--- src/rtl/wb_spi_mem.sv ---
// wb_spi_mem: Wishbone classic responder backed by a serial SPI SRAM.
// One SPI transaction (opcode, address, data) per bus cycle, mode 0,
// MSB first. The block generates its own ack once the transfer ends.
module wb_spi_mem #(
    parameter int unsigned AW        = 16,
    parameter logic [7:0]  CMD_READ  = 8'h03,
    parameter logic [7:0]  CMD_WRITE = 8'h02
) (
    input  logic        i_clk,
    input  logic        i_rst_n,
    input  logic [31:0] i_wb_adr,
    input  logic [31:0] i_wb_dat,
    input  logic [3:0]  i_wb_sel,
    input  logic        i_wb_we,
    input  logic        i_wb_cyc,
    output logic [31:0] o_wb_rdt,
    output logic        o_wb_ack,
    output logic        o_spi_sck,
    output logic        o_spi_cs_n,
    output logic        o_spi_mosi,
    input  logic        i_spi_miso
);

    // Full outgoing frame: opcode, address, up to four data bytes.
    localparam int unsigned SW = 8 + AW + 32;

    typedef enum logic [2:0] {
        IDLE,
        CMD,
        ADDR,
        DATA,
        DONE
    } state_t;

    state_t         state_q;
    logic           phase_q;
    logic [5:0]     cnt_q;
    logic [5:0]     dbits_q;
    logic           we_q;
    logic [SW-1:0]  sr_q;
    logic [31:0]    rx_q;
    logic [31:0]    rdt_q;
    logic           ack_q;
    logic           sck_q;
    logic           cs_n_q;
    logic           mosi_q;

    logic [1:0]     lo_c;
    logic [1:0]     hi_c;
    logic [1:0]     off_c;
    logic [2:0]     nbytes_c;
    logic [31:0]    shifted_c;
    logic [31:0]    data_c;
    logic [AW-1:0]  addr_c;
    logic [SW-1:0]  load_c;
    logic           unused_c;

    assign unused_c = ^{i_wb_adr[31:AW], i_wb_adr[1:0]};

    // Byte span of the request and the frame to shift out on a start.
    always_comb begin
        lo_c = '0;
        hi_c = '0;
        for (int unsigned i = 0; i < 4; i++) begin
            if (i_wb_sel[3 - i]) lo_c = 2'(3 - i);
            if (i_wb_sel[i])     hi_c = 2'(i);
        end
        if (i_wb_we) begin
            nbytes_c = {1'b0, hi_c} - {1'b0, lo_c} + 3'd1;
            off_c    = lo_c;
        end else begin
            nbytes_c = 3'd4;
            off_c    = 2'd0;
        end
        shifted_c = i_wb_dat >> {off_c, 3'b000};
        // Lowest-address byte goes out first, so it sits at the MSB end.
        if (i_wb_we)
            data_c = {shifted_c[7:0], shifted_c[15:8], shifted_c[23:16], shifted_c[31:24]};
        else
            data_c = '0;
        addr_c = {i_wb_adr[AW-1:2], off_c};
        load_c = {(i_wb_we ? CMD_WRITE : CMD_READ), addr_c, data_c};
    end

    // Transaction FSM with registered bus and SPI outputs.
    always_ff @(posedge i_clk or negedge i_rst_n) begin
        if (!i_rst_n) begin
            state_q <= IDLE;
            phase_q <= 1'b0;
            cnt_q   <= '0;
            dbits_q <= '0;
            we_q    <= 1'b0;
            sr_q    <= '0;
            rx_q    <= '0;
            rdt_q   <= '0;
            ack_q   <= 1'b0;
            sck_q   <= 1'b0;
            cs_n_q  <= 1'b1;
            mosi_q  <= 1'b0;
        end else begin
            ack_q <= 1'b0;
            case (state_q)
                IDLE: begin
                    if (i_wb_cyc && !ack_q) begin
                        we_q    <= i_wb_we;
                        sr_q    <= load_c;
                        phase_q <= 1'b0;
                        cnt_q   <= 6'd7;
                        dbits_q <= {nbytes_c, 3'b000} - 6'd1;
                        if (i_wb_we && (i_wb_sel == 4'b0000)) begin
                            state_q <= DONE;
                        end else begin
                            state_q <= CMD;
                            cs_n_q  <= 1'b0;
                            mosi_q  <= load_c[SW-1];
                        end
                    end
                end
                CMD, ADDR, DATA: begin
                    if (!phase_q) begin
                        phase_q <= 1'b1;
                        sck_q   <= 1'b1;
                    end else begin
                        phase_q <= 1'b0;
                        sck_q   <= 1'b0;
                        sr_q    <= {sr_q[SW-2:0], 1'b0};
                        mosi_q  <= sr_q[SW-2];
                        if (state_q == DATA)
                            rx_q <= {rx_q[30:0], i_spi_miso};
                        if (cnt_q == '0) begin
                            case (state_q)
                                CMD: begin
                                    state_q <= ADDR;
                                    cnt_q   <= 6'(AW - 1);
                                end
                                ADDR: begin
                                    state_q <= DATA;
                                    cnt_q   <= dbits_q;
                                end
                                default: begin
                                    state_q <= DONE;
                                    cs_n_q  <= 1'b1;
                                    mosi_q  <= 1'b0;
                                end
                            endcase
                        end else begin
                            cnt_q <= cnt_q - 6'd1;
                        end
                    end
                end
                DONE: begin
                    // Ack only if the master is still waiting for it.
                    ack_q   <= i_wb_cyc;
                    state_q <= IDLE;
                    if (!we_q)
                        rdt_q <= {rx_q[7:0], rx_q[15:8], rx_q[23:16], rx_q[31:24]};
                end
                default: state_q <= IDLE;
            endcase
        end
    end

    assign o_wb_rdt   = rdt_q;
    assign o_wb_ack   = ack_q;
    assign o_spi_sck  = sck_q;
    assign o_spi_cs_n = cs_n_q;
    assign o_spi_mosi = mosi_q;

endmodule

--- config.mk ---
export PLATFORM = sky130hd
export DESIGN_NAME = wb_spi_mem
export DESIGN_NICKNAME = d
export VERILOG_FILES = /design/src/rtl/wb_spi_mem.sv
export SDC_FILE = /design/constraint.sdc
export NUM_CORES = 1
export LEC_CHECK = 0
export ABC_AREA = 1
export BUFFER_PORTS_ARGS = -buffer_cell sky130_fd_sc_hd__buf_2
export CORE_MARGIN = 2
export CORE_UTILIZATION = 40
export CTS_BUF_LIST = sky130_fd_sc_hd__clkbuf_4 sky130_fd_sc_hd__clkbuf_8
export DETAILED_ROUTE_END_ITERATION = 8
export GPL_ROUTABILITY_DRIVEN = 0
export RECOVER_POWER = 50
export SYNTH_ARGS = -nofsm -noshare
export SYNTH_HDL_FRONTEND = slang
export SYNTH_SLANG_ARGS = --single-unit
--- constraint.sdc ---
create_clock -name i_clk -period 1.55 [get_ports i_clk]
set_clock_uncertainty 0.05 [all_clocks]
set_input_delay 0.0775 -clock i_clk [delete_from_list [all_inputs] [get_ports i_clk]]
set_output_delay 0.0775 -clock i_clk [all_outputs]
set_load 0.005 [all_outputs]
=== Yosys cells after proc, flatten, opt, wreduce, memory -nomap -nowiden ===
Index checks and enable logic that the tools add are counted.

* Latch bits: 0
* Register bits: 140
* ROM bits: 0
* Memories: 0
* RAM bits: 0
* Output and inout port bits: 36
* Word-level logic and storage cells: 87
* Bits of input ports: 73

* Shift operators: 1
* Equality and inequality tests: 10
* Add/subtract/negate cells: 4
* Reduce and logical (&&, ||, !) cells: 18
* Div/mod/pow operators: 0
* Muxes and demuxes: 41
* Magnitude comparators: 0
* Bitwise gates (word level): 1
* Multipliers: 0

{| class="wikitable"
|+ Operators by type and width
! kind !! count
|-
| $mux 55 || 2
|-
| $pmux 55 s2 || 1
|-
| $mux 32 || 1
|-
| $shr 32x5->32 || 1
|-
| $pmux 6 s2 || 2
|-
| $mux 6 || 3
|-
| $mux 1 || 15
|-
| $mux 3 || 5
|-
| $mux 2 || 7
|-
| $pmux 3 s2 || 2
|-
| $sub 6x1->6 const B || 2
|-
| $ne 2x2->1 const B || 5
|-
| $reduce_and 3->1 || 3
|-
| $reduce_and 4->1 || 2
|-
| $eq 3x2->1 const B || 2
|-
| $logic_not 6->1 || 1
|-
| $pmux 1 s2 || 3
|-
| $reduce_and 2->1 || 3
|-
| $reduce_and 6->1 || 1
|-
| $logic_not 4->1 || 1
|-
| $ne 4x4->1 const B || 1
|-
| $add 3x1->3 const B || 1
|-
| $eq 3x1->1 const B || 1
|-
| $eq 3x3->1 const B || 1
|-
| other kinds (8) || 9
|}

=== Longest topological paths before layout ===
Gate-level depths: netlist of run 1.

* Depth after elaboration: 9
* Gate-level depth with buffers: 10

=== Worst setup path before layout of run 1 ===
No wires, ideal clock.

* Path type: input to register
* Start: in i_wb_sel[2]
* End: reg dbits_q[5]
* Slack: -234 ps
* Required time: 1373 ps
* Path buffers: 0
* Data arrival time: 1607 ps
* Stages on the path: 9
* Cells stage by stage: o21ai_1 > inv_1 > ha_1 > inv_1 > ha_1 > nand2_1 > ha_1 > xnor2_1 > o21ai_0

* Longest elaborated chain between the ends: 7
* Elaborated cells between the ends (all ways): 9
* Those cells by class: 3 x add/sub; 6 x mux

{| class="wikitable"
|+ Ends and longest elaborated chain
! what !! RTL line !! RTL
|-
| from (decl) || 13 || <nowiki>input logic [3:0] i_wb_sel,</nowiki>
|-
| $mux 2 (3 in a row) || 65 || <nowiki>if (i_wb_sel[3 - i]) lo_c = 2'(3 - i);</nowiki>
|-
| $sub 2x2->3 (*) || 69 || <nowiki>nbytes_c = {1'b0, hi_c} - {1'b0, lo_c} + 3'd1;</nowiki>
|-
| $add 3x1->3 (*) || 69 ||
|-
| $mux 3 (*) || 68 || <nowiki>if (i_wb_we) begin</nowiki>
|-
| $sub 6x1->6 (*) || 109 || <nowiki>dbits_q <= {nbytes_c, 3'b000} - 6'd1;</nowiki>
|-
| to (signal assigned) || 109 ||
|-
| to (decl) || 38 || <nowiki>logic [5:0] dbits_q;</nowiki>
|}

Mark *: on every way between the ends. The rest lies on a longest branch, timed or not.
A chain may end at the register's enable or synchronous reset.

=== Worst setup path after layout of run 1 ===
* Start: reg state_q[0]
* End: reg sr_q[36]

* Longest elaborated chain between the ends: 4
* Elaborated cells between the ends (all ways): 10
* Those cells by class: 5 x eq/ne; 1 x mux; 4 x reduce/logical

{| class="wikitable"
|+ Ends and longest elaborated chain
! what !! RTL line !! RTL
|-
| from (decl) || 35 || <nowiki>state_t state_q;</nowiki>
|-
| from (signal assigned) || 88 || <nowiki>state_q <= IDLE;</nowiki>
|-
| from (signal assigned) || 111 || <nowiki>state_q <= DONE;</nowiki>
|-
| from (signal assigned) || 113 || <nowiki>state_q <= CMD;</nowiki>
|-
| $eq 3x2->1 / $eq 3x1->1 (equally long branches) || 102 || <nowiki>case (state_q)</nowiki>
|-
| $reduce_or 3->1 || 102 ||
|-
| $ne 2x2->1 (no source line) / $reduce_bool 2->1 (equally long branches) || - ||
|-
| $reduce_and 3->1 (no source line) || - ||
|-
| to (signal assigned) || 106 || <nowiki>sr_q <= load_c;</nowiki>
|-
| to (signal assigned) || 126 || <nowiki>sr_q <= {sr_q[SW-2:0], 1'b0};</nowiki>
|-
| to (decl) || 40 || <nowiki>logic [SW-1:0] sr_q;</nowiki>
|}

Parallel ways exist; a longest one is shown, timed or not.

==> impl_results.md, run 1 <==
* Worst setup EP type: flop
* Worst rel slew slack at 39.5%
* Data arrival time at the worst-slack endpoint at 1.90 ns
* Count of buffer and inverter cells on the critical path at 3
* Post-synth cell types at 34
* Cell area after technology mapping at about 0.0065 mm2
* Xor and xnor fraction of the mapped netlist area at 0.406%
* Die Ht at 131 um
* Average wire length per cell after detail routing at about 14 um
* CP delay by family, top: simple AND/OR/NAND/NOR gates
* Post-synthesis sequential element count at ~140
* Setup-failing EPs final at 21
* Crit-path slowest cell: sky130_fd_sc_hd__dfrtp_1
* GRT Overall Usage at 19.1%
* Avg Cell Area, Syn at 8.31 um2
* Die Outline Area at 0.0172 mm2
* Total wirelength of the detailed-routed design at 16.6 mm
* Number of nets in the layout at 1,042
* Post-Syn Instances at between 700 and 800
* Overflow left after global routing at 0
* Quantity of I/O buffers inserted on ports at 90
* Clk_lat worst skew at 0.43 ns
* YS warnings at 0
* Part of the Yosys area used for sequential elements at between 50% and 60%
* Critical path fanouts, max at 7
* Post-synth EDFFs at 0
* Final worst-path cycle share at 103%
* Floorplan core area at ~0.016 mm2
* Most common flop cell mapped by yosys: sky130_fd_sc_hd__dfrtp_1
* Maximum number of pins on one net before global-route repair at 65
* Router iterations before antenna repair at 5
* Area delta synth->final at 41.4%
* Initial detailed-routing violation count at 322
* Static leakage at 4.24 nW
* Crit-path cells: nor2_4 -> inv_2 -> nor2_4 -> nand2_4 -> nand2_8 -> buf_12 -> clkbuf_16 -> nor2_2 -> a31oi_1
* Detailed-route DRC error count at 0
* Total I/O pin count at 109
* CP dominant cell by count: sky130_fd_sc_hd__nor2_4
* Unrepaired setup endpoints after global routing: true
* Final critical-path required period at 1.60 ns
* Adder-cell area share of the yosys netlist at 1.16%
* Clock-pin slew on the worst setup and hold paths at 0.08 ns
* Maximum ir drop on the vdd rail at ~830 uV
* Clock tree from TritonCTS: done
* Setup slack of the worst register-to-register path at -0.05 ns
* Required time at the worst-slack endpoint at 1.85 ns
* Post-DP HPWL at 10.7 mm
* Clock Sink Count at approximately 140
* Dominant combinational cell family by area after synthesis: simple AND/OR/NAND/NOR gates
* Synthesized netlist net count at 859
* Final count of pins violating max slew at 0
* Timing-limited maximum frequency at 625 MHz
* Post-synthesis mux area share at 0.348%
* Remaining number of nets flagged by the antenna check after routing at 0
* Max-Cap Viols at 0
* DIE WIDTH at around 130 um
* Kind of launch point of the worst setup path: flop
* Number of antenna violations at the first check in global routing at 0
* Post-Route Hold Slack at 0.0272 ns
* Final-layout fill cell count at 1,443
* Longest individual stage delay on the worst path at between 0.4 and 0.5 ns
* Number of hold-slack violations in the final timing report at 0
* CTS Root Buffer Type: sky130_fd_sc_hd__clkbuf_8
* Transition time at the pin with the least slew margin at 0.908 ns
* Critical setup path kind: reg -> reg
* Number of core rows at 46
* Via count at roughly 5,900
* Antenna cell count at 0
* Power density over cell area at 1910 mW/mm2
* Async set or reset register ratio after synthesis at 100%
* CTS Buffer Depth at 2
* Final worst-path setup slack at -0.0509 ns
* Type of the most critical hold path: in -> reg
* Violated checks: setup timing
* Wire length of the first global-routing pass at about 27 mm
* Simple-gate share of the synthesized area at 23.8%
* Number of global-route vias before repair at 5,660
* Run status: finished, violations left
* Via-to-Cell Ratio at 4.95
* Total Negative Setup Slacks at -0.401 ns
* Layout cells sized above 1 at 29.4%
* Starting Density at 40.8%
* H-tree depth at 4
* Area fraction in compound gates after synthesis at 13.8%
* Inserted Clock Buffers at 17
state kept, by name (all words and copies together), names as in the netlist, 3 cells and up:
signal and count:
rx_q 32, cnt_q 6, dbits_q 4, o_wb_rdt 32, sr_q 55, state_q 3
per-layer routing:
metal	vias up	track usage (%)	wire length (um)	share of wire, %
met5	-	0	0	0
met4	0	5.92	235	1.4
met3	20	4.40	794	4.8
met2	145	31.4	8080	49
met1	2796	25.3	7520	45
li1	2935	-	-	-
stage by stage:
stage	instance area [um2]	setup slack [ns]	util, %	power, mW	std cells
6_report	9160	-0.0509	57.7	17.5	1192
5_1_grt	9160	-0.108	57.7	18.7	1192
4_1_cts	8610	-0.0403	54.2	15.4	1184
3_5_place_dp	7590	-0.0995	47.8	11.6	1102
3_3_place_gp	7590	-0.0730	47.8	11.5	1102
2_1_floorplan	6490	0.00115	-	9.33	780
worst reg2reg max path: cells and delay by family (launching register included):
kind                   cells  cell delay [ns]
buffers and inverters      3             0.39
DFF                        1             0.41
AOI/OAI and AO/OA          1             0.14
and+or+nand+nor            5             0.54
final timing paths:
path | start | end | depth (start not counted)
setup reg to reg | state_q[0]$_DFFE_PN0P_ | sr_q[36]$_DFFE_PN0P_ | 9
max in group asynchronous | i_rst_n | o_wb_rdt[30]$_DFFE_PN0P_ | 3
hold reg to reg | dbits_q[2]$_DFFE_PN0P_ | dbits_q[2]$_DFFE_PN0P_ | 2
hold / removal | i_wb_we | dbits_q[5]$_DFFE_PN0P_ | 4
setup / recovery | state_q[0]$_DFFE_PN0P_ | sr_q[36]$_DFFE_PN0P_ | 9
min in group asynchronous | i_rst_n | sr_q[5]$_DFFE_PN0P_ | 2
synth_stat cells (2+ instances only):
library cell / count / share of area, %
sky130_fd_sc_hd__inv_2: 6 / 0.35
sky130_fd_sc_hd__nand3_1: 59 / 4.6
sky130_fd_sc_hd__nand2_4: 3 / 0.52
sky130_fd_sc_hd__o22ai_1: 4 / 0.39
sky130_fd_sc_hd__nor2_1: 61 / 3.5
sky130_fd_sc_hd__clkbuf_1: 15 / 0.87
sky130_fd_sc_hd__buf_2: 15 / 1.2
sky130_fd_sc_hd__nand4_1: 18 / 1.7
sky130_fd_sc_hd__a21oi_1: 65 / 5.0
sky130_fd_sc_hd__xnor2_1: 2 / 0.27
sky130_fd_sc_hd__ha_1: 6 / 1.2
sky130_fd_sc_hd__nor3_1: 3 / 0.23
sky130_fd_sc_hd__nand2_1: 200 / 12
sky130_fd_sc_hd__buf_4: 3 / 0.35
sky130_fd_sc_hd__buf_1: 3 / 0.17
sky130_fd_sc_hd__buf_6: 5 / 0.87
sky130_fd_sc_hd__inv_1: 57 / 3.3
sky130_fd_sc_hd__mux2_2: 2 / 0.35
sky130_fd_sc_hd__nor2_4: 2 / 0.35
sky130_fd_sc_hd__a31oi_1: 14 / 1.4
sky130_fd_sc_hd__o21ai_0: 84 / 6.5
sky130_fd_sc_hd__nor2_2: 2 / 0.19
sky130_fd_sc_hd__nor2_8: 2 / 0.62
sky130_fd_sc_hd__dfrtp_1: 137 / 53
sky130_fd_sc_hd__clkinv_1: 2 / 0.12
sky130_fd_sc_hd__nand2_2: 2 / 0.19
logic make-up (layout without fill, tap and decap cells):
family,after synthesis,in the layout
mux,2,2
fa+ha+maj,6,6
flops,138,138
buf+inv,106,302
simple gates,354,354
compound gates,171,171
xor+xnor,3,3
timing repair:
action | in CTS | in global routing
setup endpoints to repair | 48 | 93
resized for setup | 8 | 122
pin swaps | 1 | 7
buffers inserted | 0 | 3
hold buffers | 49 | 0
cloned | 1 | 5
endpoints found under the hold margin | 184 | 0
cell type report:
class                           instances  area [um2]  area share [%]
Sequential cell                       138        3460            37.7
Multi-Input combinational cell        536        2960            32.3
Timing Repair Buffer                  204        1710            18.7
Tap cell                              216         270            2.95
Clock buffer                           19         262            2.85
Inverter                               65         255            2.79
Clock inverter                         13         236            2.58
Timing Repair inverter                  1        7.51          0.0820
power breakdown:
part           internal (mW)  switching [mW]  leakage [nW]  total [mW]
Sequential              4.71           0.759          1.75        5.46
Clock                   2.18            1.42         0.247        3.61
Combinational           3.86            4.57          2.24        8.43
placed cells by master, fill, tap and decap left out, types with 2 or more instances in the layout:
cell and n:
sky130_fd_sc_hd__a21oi_1 33, sky130_fd_sc_hd__a21oi_2 26, sky130_fd_sc_hd__a21oi_4 6, sky130_fd_sc_hd__a31oi_1 14, sky130_fd_sc_hd__buf_12 15, sky130_fd_sc_hd__buf_2 89
sky130_fd_sc_hd__buf_4 40, sky130_fd_sc_hd__buf_6 2, sky130_fd_sc_hd__bufinv_16 6, sky130_fd_sc_hd__clkbuf_16 5, sky130_fd_sc_hd__clkbuf_2 3, sky130_fd_sc_hd__clkbuf_8 19
sky130_fd_sc_hd__clkinv_1 2, sky130_fd_sc_hd__clkinv_2 2, sky130_fd_sc_hd__clkinv_4 2, sky130_fd_sc_hd__clkinvlp_4 2, sky130_fd_sc_hd__dfrtp_1 136, sky130_fd_sc_hd__dlygate4sd3_1 49
sky130_fd_sc_hd__ha_1 5, sky130_fd_sc_hd__inv_1 53, sky130_fd_sc_hd__inv_2 7, sky130_fd_sc_hd__inv_6 3, sky130_fd_sc_hd__mux2_2 2, sky130_fd_sc_hd__nand2_1 194
sky130_fd_sc_hd__nand2_2 6, sky130_fd_sc_hd__nand2_4 3, sky130_fd_sc_hd__nand2_8 2, sky130_fd_sc_hd__nand3_1 57, sky130_fd_sc_hd__nand3_2 2, sky130_fd_sc_hd__nand4_1 18
sky130_fd_sc_hd__nor2_1 33, sky130_fd_sc_hd__nor2_2 17, sky130_fd_sc_hd__nor2_4 15, sky130_fd_sc_hd__nor2_8 2, sky130_fd_sc_hd__o21ai_0 76, sky130_fd_sc_hd__o21ai_1 8
sky130_fd_sc_hd__o22ai_1 4, sky130_fd_sc_hd__xnor2_1 2
Power figures use the tool's default switching activity.
==> inputs of run 2 (changes only) <==
--- a/config.mk
+++ b/config.mk
@@ -5,7 +5,6 @@
 export SDC_FILE = /design/constraint.sdc
 export NUM_CORES = 1
 export LEC_CHECK = 0
-export ABC_AREA = 1
 export BUFFER_PORTS_ARGS = -buffer_cell sky130_fd_sc_hd__buf_2
 export CORE_MARGIN = 2
 export CORE_UTILIZATION = 40
==> run 2 against run 1 <==
  * The run still ends with setup timing left
  * Synthesized area rose by 3.2%
  * Cell count fell by 11%
  * Flip-flop and latch count is the same
  * First-iteration DRC count decreased by 16%
  * Sequential power fell by 4.6%
  * Largest power group unchanged
==> impl_results.md, run 2 <==
* Post-layout util at 55.5% (was 57.7%)
* Detailed-route DRC error count at 0 (unchanged)
* Remaining number of nets flagged by the antenna check after routing at 0 (unchanged)
* Max-Cap Viols at 0 (unchanged)
* Post-synth EDFFs at 0 (unchanged)
* Power Internal at 9.45 mW (was 10.8 mW)
* Wire length of the first global-routing pass at 27.9 mm (was 27.1 mm)
* Part of the Yosys area used for sequential elements at 51.7% (was 53.3%)
* Starting Density at 40.6% (was 40.8%)
* Synthesized netlist net count at 715 (was 859)
* DIE WIDTH at 133 um (was 131 um)
* Largest cells by area after synthesis: sky130_fd_sc_hd__dfrtp_1 (51%), sky130_fd_sc_hd__mux2_2 (11%), sky130_fd_sc_hd__nand2_1 (4.0%), sky130_fd_sc_hd__nor2_1 (3.4%), sky130_fd_sc_hd__a31oi_1 (3.0%) (was sky130_fd_sc_hd__dfrtp_1 (53%), sky130_fd_sc_hd__nand2_1 (12%), sky130_fd_sc_hd__o21ai_0 (6.5%), sky130_fd_sc_hd__a21oi_1 (5.0%), sky130_fd_sc_hd__nand3_1 (4.6%))
* Number of hold-slack violations in the final timing report at 0 (unchanged)
* Total wirelength of the detailed-routed design at 17.0 mm (was 16.6 mm)
* Required time at the worst-slack endpoint at 1.83 ns (was 1.85 ns)
* Top reg by flops: sr_q (unchanged)
* Clock Sink Count at 138 (unchanged)
* Share of power burned in registers at 35.9% (was 31.2%)
* Setup-failing EPs final at 101 (was 21)
* Count of buffer and inverter cells on the critical path at 0 (was 3)
* Maximum ir drop on the vdd rail at 868 uV (was 831 uV)
* Clock-pin slew on the worst setup and hold paths at 0.08 ns (about the same)
* Violated checks: setup timing (unchanged)
* Final worst-path setup slack at -0.334 ns (was -0.0509 ns)
* Area delta synth->final at 36.7% (was 41.4%)
* Post-DP HPWL at 11.3 mm (was 10.7 mm)
* CTS Root Buffer Type: sky130_fd_sc_hd__clkbuf_8 (unchanged)
* Quantity of I/O buffers inserted on ports at 90 (unchanged)
* Inst Count DP at 972 (was 1,102)
* Critical path fanouts, max at 4 (was 7)
* Power, Total at 14.5 mW (was 17.5 mW)
* Final critical-path required period at 1.88 ns (was 1.60 ns)
* Die Ht at 133 um (was 131 um)
* Worst path depth at 4 (was 9)
* Post-synth cell types at 56 (was 34)
* Power density over cell area at 1590 mW/mm2 (was 1910 mW/mm2)
* Crit-path slowest cell: sky130_fd_sc_hd__or4b_4 (was sky130_fd_sc_hd__dfrtp_1)
* Number of antenna violations at the first check in global routing at 0 (unchanged)
* CTS Buffer Depth at 2 (unchanged)
* Portion of synthesized cell area occupied by the leading cell type at 51.3% (was 52.9%)
* Sw frac at 35.0% (was 38.6%)
* Most common flop cell mapped by yosys: sky130_fd_sc_hd__dfrtp_1 (unchanged)
* Worst setup EP type: flop (unchanged)
* Data arrival time at the worst-slack endpoint at 2.16 ns (was 1.90 ns)
* Type of the most critical hold path: in -> reg (unchanged)
* Leading cell type in the layout, fill and taps excluded: sky130_fd_sc_hd__dfrtp_1 (was sky130_fd_sc_hd__nand2_1)
* Avg Cell Area, Syn at 10.5 um2 (was 8.31 um2)
* Clk_lat worst skew at 0.44 ns (was 0.43 ns)
* Logic pwr share at 43.8% (was 48.2%)
* Kind of launch point of the worst setup path: flop (unchanged)
* Commonest cells after routing, fill and taps aside: sky130_fd_sc_hd__dfrtp_1 (136), sky130_fd_sc_hd__buf_2 (89), sky130_fd_sc_hd__nand2_1 (70), sky130_fd_sc_hd__mux2_2 (64), sky130_fd_sc_hd__buf_4 (63) (was sky130_fd_sc_hd__nand2_1 (194), sky130_fd_sc_hd__dfrtp_1 (136), sky130_fd_sc_hd__buf_2 (89), sky130_fd_sc_hd__o21ai_0 (76), sky130_fd_sc_hd__nand3_1 (57))
* GRT Overall Usage at 19.5% (was 19.1%)
* Router iterations before antenna repair at 5 (unchanged)
* Die Outline Area at 0.0178 mm2 (was 0.0172 mm2)
* Beginning of the critical path: state_q[0]$_DFFE_PN0P_ (unchanged)
* Inserted Clock Buffers at 17 (unchanged)
* Post-route insts no fill at 1,062 (was 1,192)
* Average wire length per cell after detail routing at 16.0 um (was 14.0 um)
* Static leakage at 4.38 nW (was 4.24 nW)
* Worst rel slew slack at 29.0% (was 39.5%)
* Path depth of the worst reg2reg path at 4 (was 9)
* Clock tree from TritonCTS: done (unchanged)
* Longest individual stage delay on the worst path at 0.59 ns (was 0.41 ns)
* Layout cells sized above 1 at 37.4% (was 29.4%)
* Critical Path Sink: o_spi_mosi$_DFFE_PN0P_ (was sr_q[36]$_DFFE_PN0P_)
* Floorplan core area at 0.0165 mm2 (was 0.0159 mm2)
* Transition time at the pin with the least slew margin at 1.07 ns (was 0.908 ns)
* Launching point of the worst reg2reg path: state_q[0]$_DFFE_PN0P_ (unchanged)
* Number of global-route vias before repair at 5,724 (was 5,660)
* Overflow left after global routing at 0 (unchanged)
* Run status: finished, violations left (unchanged)
* Setup slack of the worst register-to-register path at -0.33 ns (was -0.05 ns)
* Post-Syn Instances at 636 (was 780)
* Flip-flop count of the largest register after layout at 55 (unchanged)
* Number of core rows at 47 (was 46)
* Total Negative Setup Slacks at -19.49 ns (was -0.401 ns)
* Critical setup path kind: reg -> reg (unchanged)
* Post-synthesis sequential element count at 138 (unchanged)
* Leading cell type by number of instances after synthesis: sky130_fd_sc_hd__dfrtp_1 (was sky130_fd_sc_hd__nand2_1)
* Final worst-path cycle share at 122% (was 103%)
* Antenna cell count at 0 (unchanged)
* H-tree depth at 4 (unchanged)
* Total I/O pin count at 109 (unchanged)
* Timing-limited maximum frequency at 531 MHz (was 625 MHz)
* Via count at 5,573 (was 5,896)
* Cell taking the most area after synthesis: sky130_fd_sc_hd__dfrtp_1 (unchanged)
* Maximum number of pins on one net before global-route repair at 42 (was 65)
* CP delay by family, top: simple AND/OR/NAND/NOR gates (unchanged)
* Final count of pins violating max slew at 0 (unchanged)
* Unrepaired setup endpoints after global routing: true (unchanged)
* Number of nets in the layout at 908 (was 1,042)
* Switch Pwr at 5.08 mW (was 6.75 mW)
* List of most frequent post-synthesis cells: sky130_fd_sc_hd__dfrtp_1 (137), sky130_fd_sc_hd__nand2_1 (71), sky130_fd_sc_hd__mux2_2 (65), sky130_fd_sc_hd__nor2_1 (60), sky130_fd_sc_hd__a31oi_1 (32) (was sky130_fd_sc_hd__nand2_1 (200), sky130_fd_sc_hd__dfrtp_1 (137), sky130_fd_sc_hd__o21ai_0 (84), sky130_fd_sc_hd__a21oi_1 (65), sky130_fd_sc_hd__nor2_1 (61))
* Async set or reset register ratio after synthesis at 100% (unchanged)
* Initial detailed-routing violation count at 272 (was 322)
* Via-to-Cell Ratio at 5.25 (was 4.95)
* Clk pwr share at 20.3% (was 20.6%)
* YS warnings at 0 (unchanged)
* Crit-path cells: or4b_4 -> a21o_1 -> a21oi_2 -> mux2_4 (was nor2_4 -> inv_2 -> nor2_4 -> nand2_4 -> nand2_8 -> buf_12 -> clkbuf_16 -> nor2_2 -> a31oi_1)
* Cell area after technology mapping at 0.00669 mm2 (was 0.00648 mm2)
* R2R Path End: o_spi_mosi$_DFFE_PN0P_ (was sr_q[36]$_DFFE_PN0P_)
* Post-placement setup slack at -0.429 ns (was -0.0995 ns)
## run 2: cell count changes in the layout (fill, tap and decap cells not counted), sizes merged, moves of 11 or more
cell,before,now
nand3,59,1
nand2,205,71
a21oi,65,15
nand4,19,0
mux2,2,65
inv,65,17
nand2b,0,11
buf,147,179
nor2b,0,11
o21ai,85,30
a31oi,14,32
## run 2: final cells by class
class / count / area, um2
repair buffers: 222 / 1840
well taps: 220 / 275
multi-input cells: 437 / 3130
inverters: 13 / 48.8
flip-flops and latches: 138 / 3460
fillers: 1445 / 7330
clock buffers: 19 / 255
clock inverters: 13 / 141
## run 2: stage by stage
stage | instance area [um2] | hold slack [ns]
finish | 9140 | 0.0179
global route | 9140 | 0.00757
CTS | 8980 | -0.171
detailed placement | 7980 | -0.0194
global placement | 7980 | -0.0253
floorplan | 6800 | -0.268
## run 2: worst min path at each step
stage / startpoint / end / slack, ns / cells after the start
after floorplan: i_rst_n / cnt_q[0]$_DFFE_PN0P_ / -0.27 / 0
after global placement: i_rst_n / o_wb_rdt[14]$_DFFE_PN0P_ / -0.03 / 1
after detailed placement: i_rst_n / rx_q[21]$_DFFE_PN0P_ / -0.02 / 1
after CTS: i_wb_cyc / o_wb_ack$_DFF_PN0_ / -0.17 / 2
after global routing: i_wb_dat[3] / sr_q[27]$_DFFE_PN0P_ / 0.008 / 3
final: i_wb_dat[6] / sr_q[30]$_DFFE_PN0P_ / 0.02 / 3
## run 2: metal layers
metal / wire length [um] / up-vias / global-route usage (%)
met5: 0 / - / 0
met4: 443 / 0 / 7.09
met3: 711 / 30 / 4.07
met2: 8330 / 150 / 33.7
met1: 7540 / 2719 / 24.3
li1: - / 2674 / -
## run 2: logic make-up after synthesis
family / after synthesis / share of synthesized area, %
buf+inv: 61 / 4.15
xor+xnor: 3 / 0.393
compound gates: 163 / 17.2
fa+ha+maj: 6 / 1.12
mux: 72 / 12.0
simple gates: 193 / 13.4
flops: 138 / 51.7
## run 2: repair_timing
action	4_1_cts	5_1_grt
endpoints found under the setup margin	104	106
resized for setup	31	18
pin swaps	6	8
hold endpoints to repair	171	1
hold buffers	39	1
buffers inserted	10	5
gates cloned	2	2
## run 2: worst min-delay path: stages
cell	delay [ns]
sky130_fd_sc_hd__buf_2	0.08
sky130_fd_sc_hd__o2111ai_1	0.14
sky130_fd_sc_hd__a31oi_1	0.17
## run 2: power groups by stage
stage	Sequential (mW)	Combinational [mW]	Clock, mW
global placement	5.19	5.36	0
finish	5.21	6.37	2.95
floorplan	5.10	3.69	0
CTS	5.20	5.95	3.04
detailed placement	5.24	5.53	0
global route	5.32	6.94	3.21
==> inputs of run 3 (changes only) <==
--- a/config.mk
+++ b/config.mk
@@ -12,6 +12,8 @@
 export DETAILED_ROUTE_END_ITERATION = 8
 export GPL_ROUTABILITY_DRIVEN = 0
 export RECOVER_POWER = 50
+export SKIP_CTS_REPAIR_TIMING = 1
+export SKIP_LAST_GASP = 1
 export SYNTH_ARGS = -nofsm -noshare
 export SYNTH_HDL_FRONTEND = slang
 export SYNTH_SLANG_ARGS = --single-unit
==> run 3 against run 2 <==
  * The run still ends with setup timing left
  * Count of clock-buffer cells in the layout stayed put
  * Critical path depth increased by 1
  * Worst setup slack got worse by 0.013 ns
  * Design area is 2.3% lower
  * Via count down 1.7%
  * Largest power group unchanged
  * Flip-flop and latch count unchanged
  * Register-to-register slack hardly changed
==> impl_results.md, run 3 (synthesized netlist as in run 2, its figures left out) <==
* Clock-pin slew on the worst setup and hold paths at 0.08 ns (about the same)
* Unrepaired setup endpoints after global routing: true (unchanged)
* Top reg by flops: sr_q (unchanged)
* Setup-failing EPs final at 101 (unchanged)
* Final-layout fill cell count at 1,460 (was 1,445)
* Overflow left after global routing at 0 (unchanged)
* Run status: finished, violations left (unchanged)
* Max-Cap Viols at 0 (unchanged)
* Via-to-Cell Ratio at 5.25 (about the same)
* Post-DP HPWL at 11.3 mm (unchanged)
* Die Ht at 133 um (unchanged)
* Static leakage at 4.26 nW (was 4.38 nW)
* Post-placement setup slack at -0.429 ns (unchanged)
* CTS Root Buffer Type: sky130_fd_sc_hd__clkbuf_8 (unchanged)
* Floorplan core area at 0.0165 mm2 (unchanged)
* Crit-path cells: or4b_4 -> a21oi_4 -> buf_12 -> mux2i_2 -> o31ai_4 (was or4b_4 -> a21o_1 -> a21oi_2 -> mux2_4)
* Final count of pins violating max slew at 0 (unchanged)
* DIE WIDTH at 133 um (unchanged)
* Initial detailed-routing violation count at 201 (was 272)
* Antenna cell count at 0 (unchanged)
* Clock tree from TritonCTS: done (unchanged)
* Required time at the worst-slack endpoint at 1.81 ns (was 1.83 ns)
* Critical setup path kind: reg -> reg (unchanged)
* Average wire length per cell after detail routing at 15.8 um (was 16.0 um)
* Clock Sink Count at 138 (unchanged)
* Final critical-path required period at 1.90 ns (was 1.88 ns)
* Flip-flop count of the largest register after layout at 55 (unchanged)
* Wire length of the first global-routing pass at 26.0 mm (was 27.9 mm)
* Setup slack of the worst register-to-register path at -0.35 ns (was -0.33 ns)
* Crit-path slowest cell: sky130_fd_sc_hd__or4b_4 (unchanged)
* GRT Overall Usage at 18.2% (was 19.5%)
* Clk_lat worst skew at 0.44 ns (about the same)
* Inst Count DP at 972 (unchanged)
* Die Outline Area at 0.0178 mm2 (unchanged)
* Total Negative Setup Slacks at -20.17 ns (was -19.49 ns)
* Type of the most critical hold path: in -> reg (unchanged)
* Critical path fanouts, max at 11 (was 4)
* Via count at 5,476 (was 5,573)
* Number of global-route vias before repair at 5,313 (was 5,724)
* Power, Total at 14.2 mW (was 14.5 mW)
* Post-route insts no fill at 1,043 (was 1,062)
* Number of antenna violations at the first check in global routing at 0 (unchanged)
* Starting Density at 40.6% (unchanged)
* Maximum number of pins on one net before global-route repair at 42 (unchanged)
* Inserted Clock Buffers at 17 (unchanged)
* Post-Route Hold Slack at 0.00689 ns (was 0.0179 ns)
* Total I/O pin count at 109 (unchanged)
* H-tree depth at 4 (unchanged)
* Longest individual stage delay on the worst path at 0.59 ns (about the same)
* Transition time at the pin with the least slew margin at 1.04 ns (was 1.07 ns)
* Layout cells sized above 1 at 37.4% (about the same)
* Data arrival time at the worst-slack endpoint at 2.16 ns (about the same)
* Power density over cell area at 1600 mW/mm2 (was 1590 mW/mm2)
* Area delta synth->final at 33.5% (was 36.7%)
* Instance area after placement at 0.00798 mm2 (unchanged)
* Violated checks: setup timing (unchanged)
* Detailed-route DRC error count at 0 (unchanged)
* Commonest cells after routing, fill and taps aside: sky130_fd_sc_hd__dfrtp_1 (137), sky130_fd_sc_hd__buf_2 (89), sky130_fd_sc_hd__nand2_1 (70), sky130_fd_sc_hd__mux2_2 (64), sky130_fd_sc_hd__buf_4 (60) (was sky130_fd_sc_hd__dfrtp_1 (136), sky130_fd_sc_hd__buf_2 (89), sky130_fd_sc_hd__nand2_1 (70), sky130_fd_sc_hd__mux2_2 (64), sky130_fd_sc_hd__buf_4 (63))
* Number of core rows at 47 (unchanged)
* Final worst-path setup slack at -0.347 ns (was -0.334 ns)
* Post-layout util at 54.2% (was 55.5%)
* Number of nets in the layout at 889 (was 908)
* Quantity of I/O buffers inserted on ports at 90 (unchanged)
* Timing-limited maximum frequency at 527 MHz (was 531 MHz)
* CTS Buffer Depth at 2 (unchanged)
* Router iterations before antenna repair at 5 (unchanged)
* Kind of launch point of the worst setup path: flop (unchanged)
* Final worst-path cycle share at 122% (about the same)
* Total wirelength of the detailed-routed design at 16.5 mm (was 17.0 mm)
* Summed area of non-filler cells in the final layout at 0.00893 mm2 (was 0.00914 mm2)
* Worst setup EP type: flop (unchanged)
* Worst rel slew slack at 30.3% (was 29.0%)
* Number of hold-slack violations in the final timing report at 0 (unchanged)
* Leading cell type in the layout, fill and taps excluded: sky130_fd_sc_hd__dfrtp_1 (unchanged)
* Remaining number of nets flagged by the antenna check after routing at 0 (unchanged)
* Maximum ir drop on the vdd rail at 751 uV (was 868 uV)
run 3: cell count changes in the layout (fill, tap and decap cells not counted), moves of 2 or more:
cell,before,now
sky130_fd_sc_hd__buf_16,2,0
sky130_fd_sc_hd__buf_4,63,60
sky130_fd_sc_hd__buf_6,10,7
sky130_fd_sc_hd__dlygate4sd3_1,40,29
sky130_fd_sc_hd__o31ai_1,7,3
sky130_fd_sc_hd__o31ai_2,3,6
run 3: path summary, 6_finish.rpt:
kind / to / depth (start not counted) / start
hold / removal: sr_q[25]$_DFFE_PN0P_ / 3 / i_wb_dat[1]
hold reg to reg: o_spi_sck$_DFFE_PN0P_ / 2 / o_spi_sck$_DFFE_PN0P_
setup / recovery: sr_q[21]$_DFFE_PN0P_ / 5 / state_q[0]$_DFFE_PN0P_
max in group asynchronous: o_wb_rdt[7]$_DFFE_PN0P_ / 3 / i_rst_n
min in group asynchronous: rx_q[21]$_DFFE_PN0P_ / 2 / i_rst_n
setup reg to reg: sr_q[21]$_DFFE_PN0P_ / 5 / state_q[0]$_DFFE_PN0P_
run 3: cell type report:
type	count	area, um2	share of cell area (%)
clock buffer	19	255	2.86
tap	220	275	3.08
sequential	138	3450	38.7
clock inverter	13	141	1.58
multi-input combinational	437	3140	35.2
timing repair buffer	203	1610	18.0
inverter	13	48.8	0.547
run 3: worst max-delay path, delay by kind of cell, from the launching register on:
kind            cells  cell delay [ns]
simple gates        1             0.59
flops               1             0.38
compound gates      2             0.32
mux                 1             0.26
buf+inv             1             0.18
run 3: report_power, final:
group	leakage [nW]	switching (mW)	total, mW	internal [mW]
sequential	1.71	0.569	5.20	4.64
clock	0.197	1.43	2.93	1.50
combinational	2.36	2.97	6.10	3.13
run 3: metal layers:
metal / GRT usage (%) / wire length (um) / vias up
li1: - / - / 2633
met5: 0 / 0 / -
met2: 30.4 / 8090 / 146
met3: 4.00 / 694 / 22
met4: 5.97 / 334 / 0
met1: 23.7 / 7380 / 2675
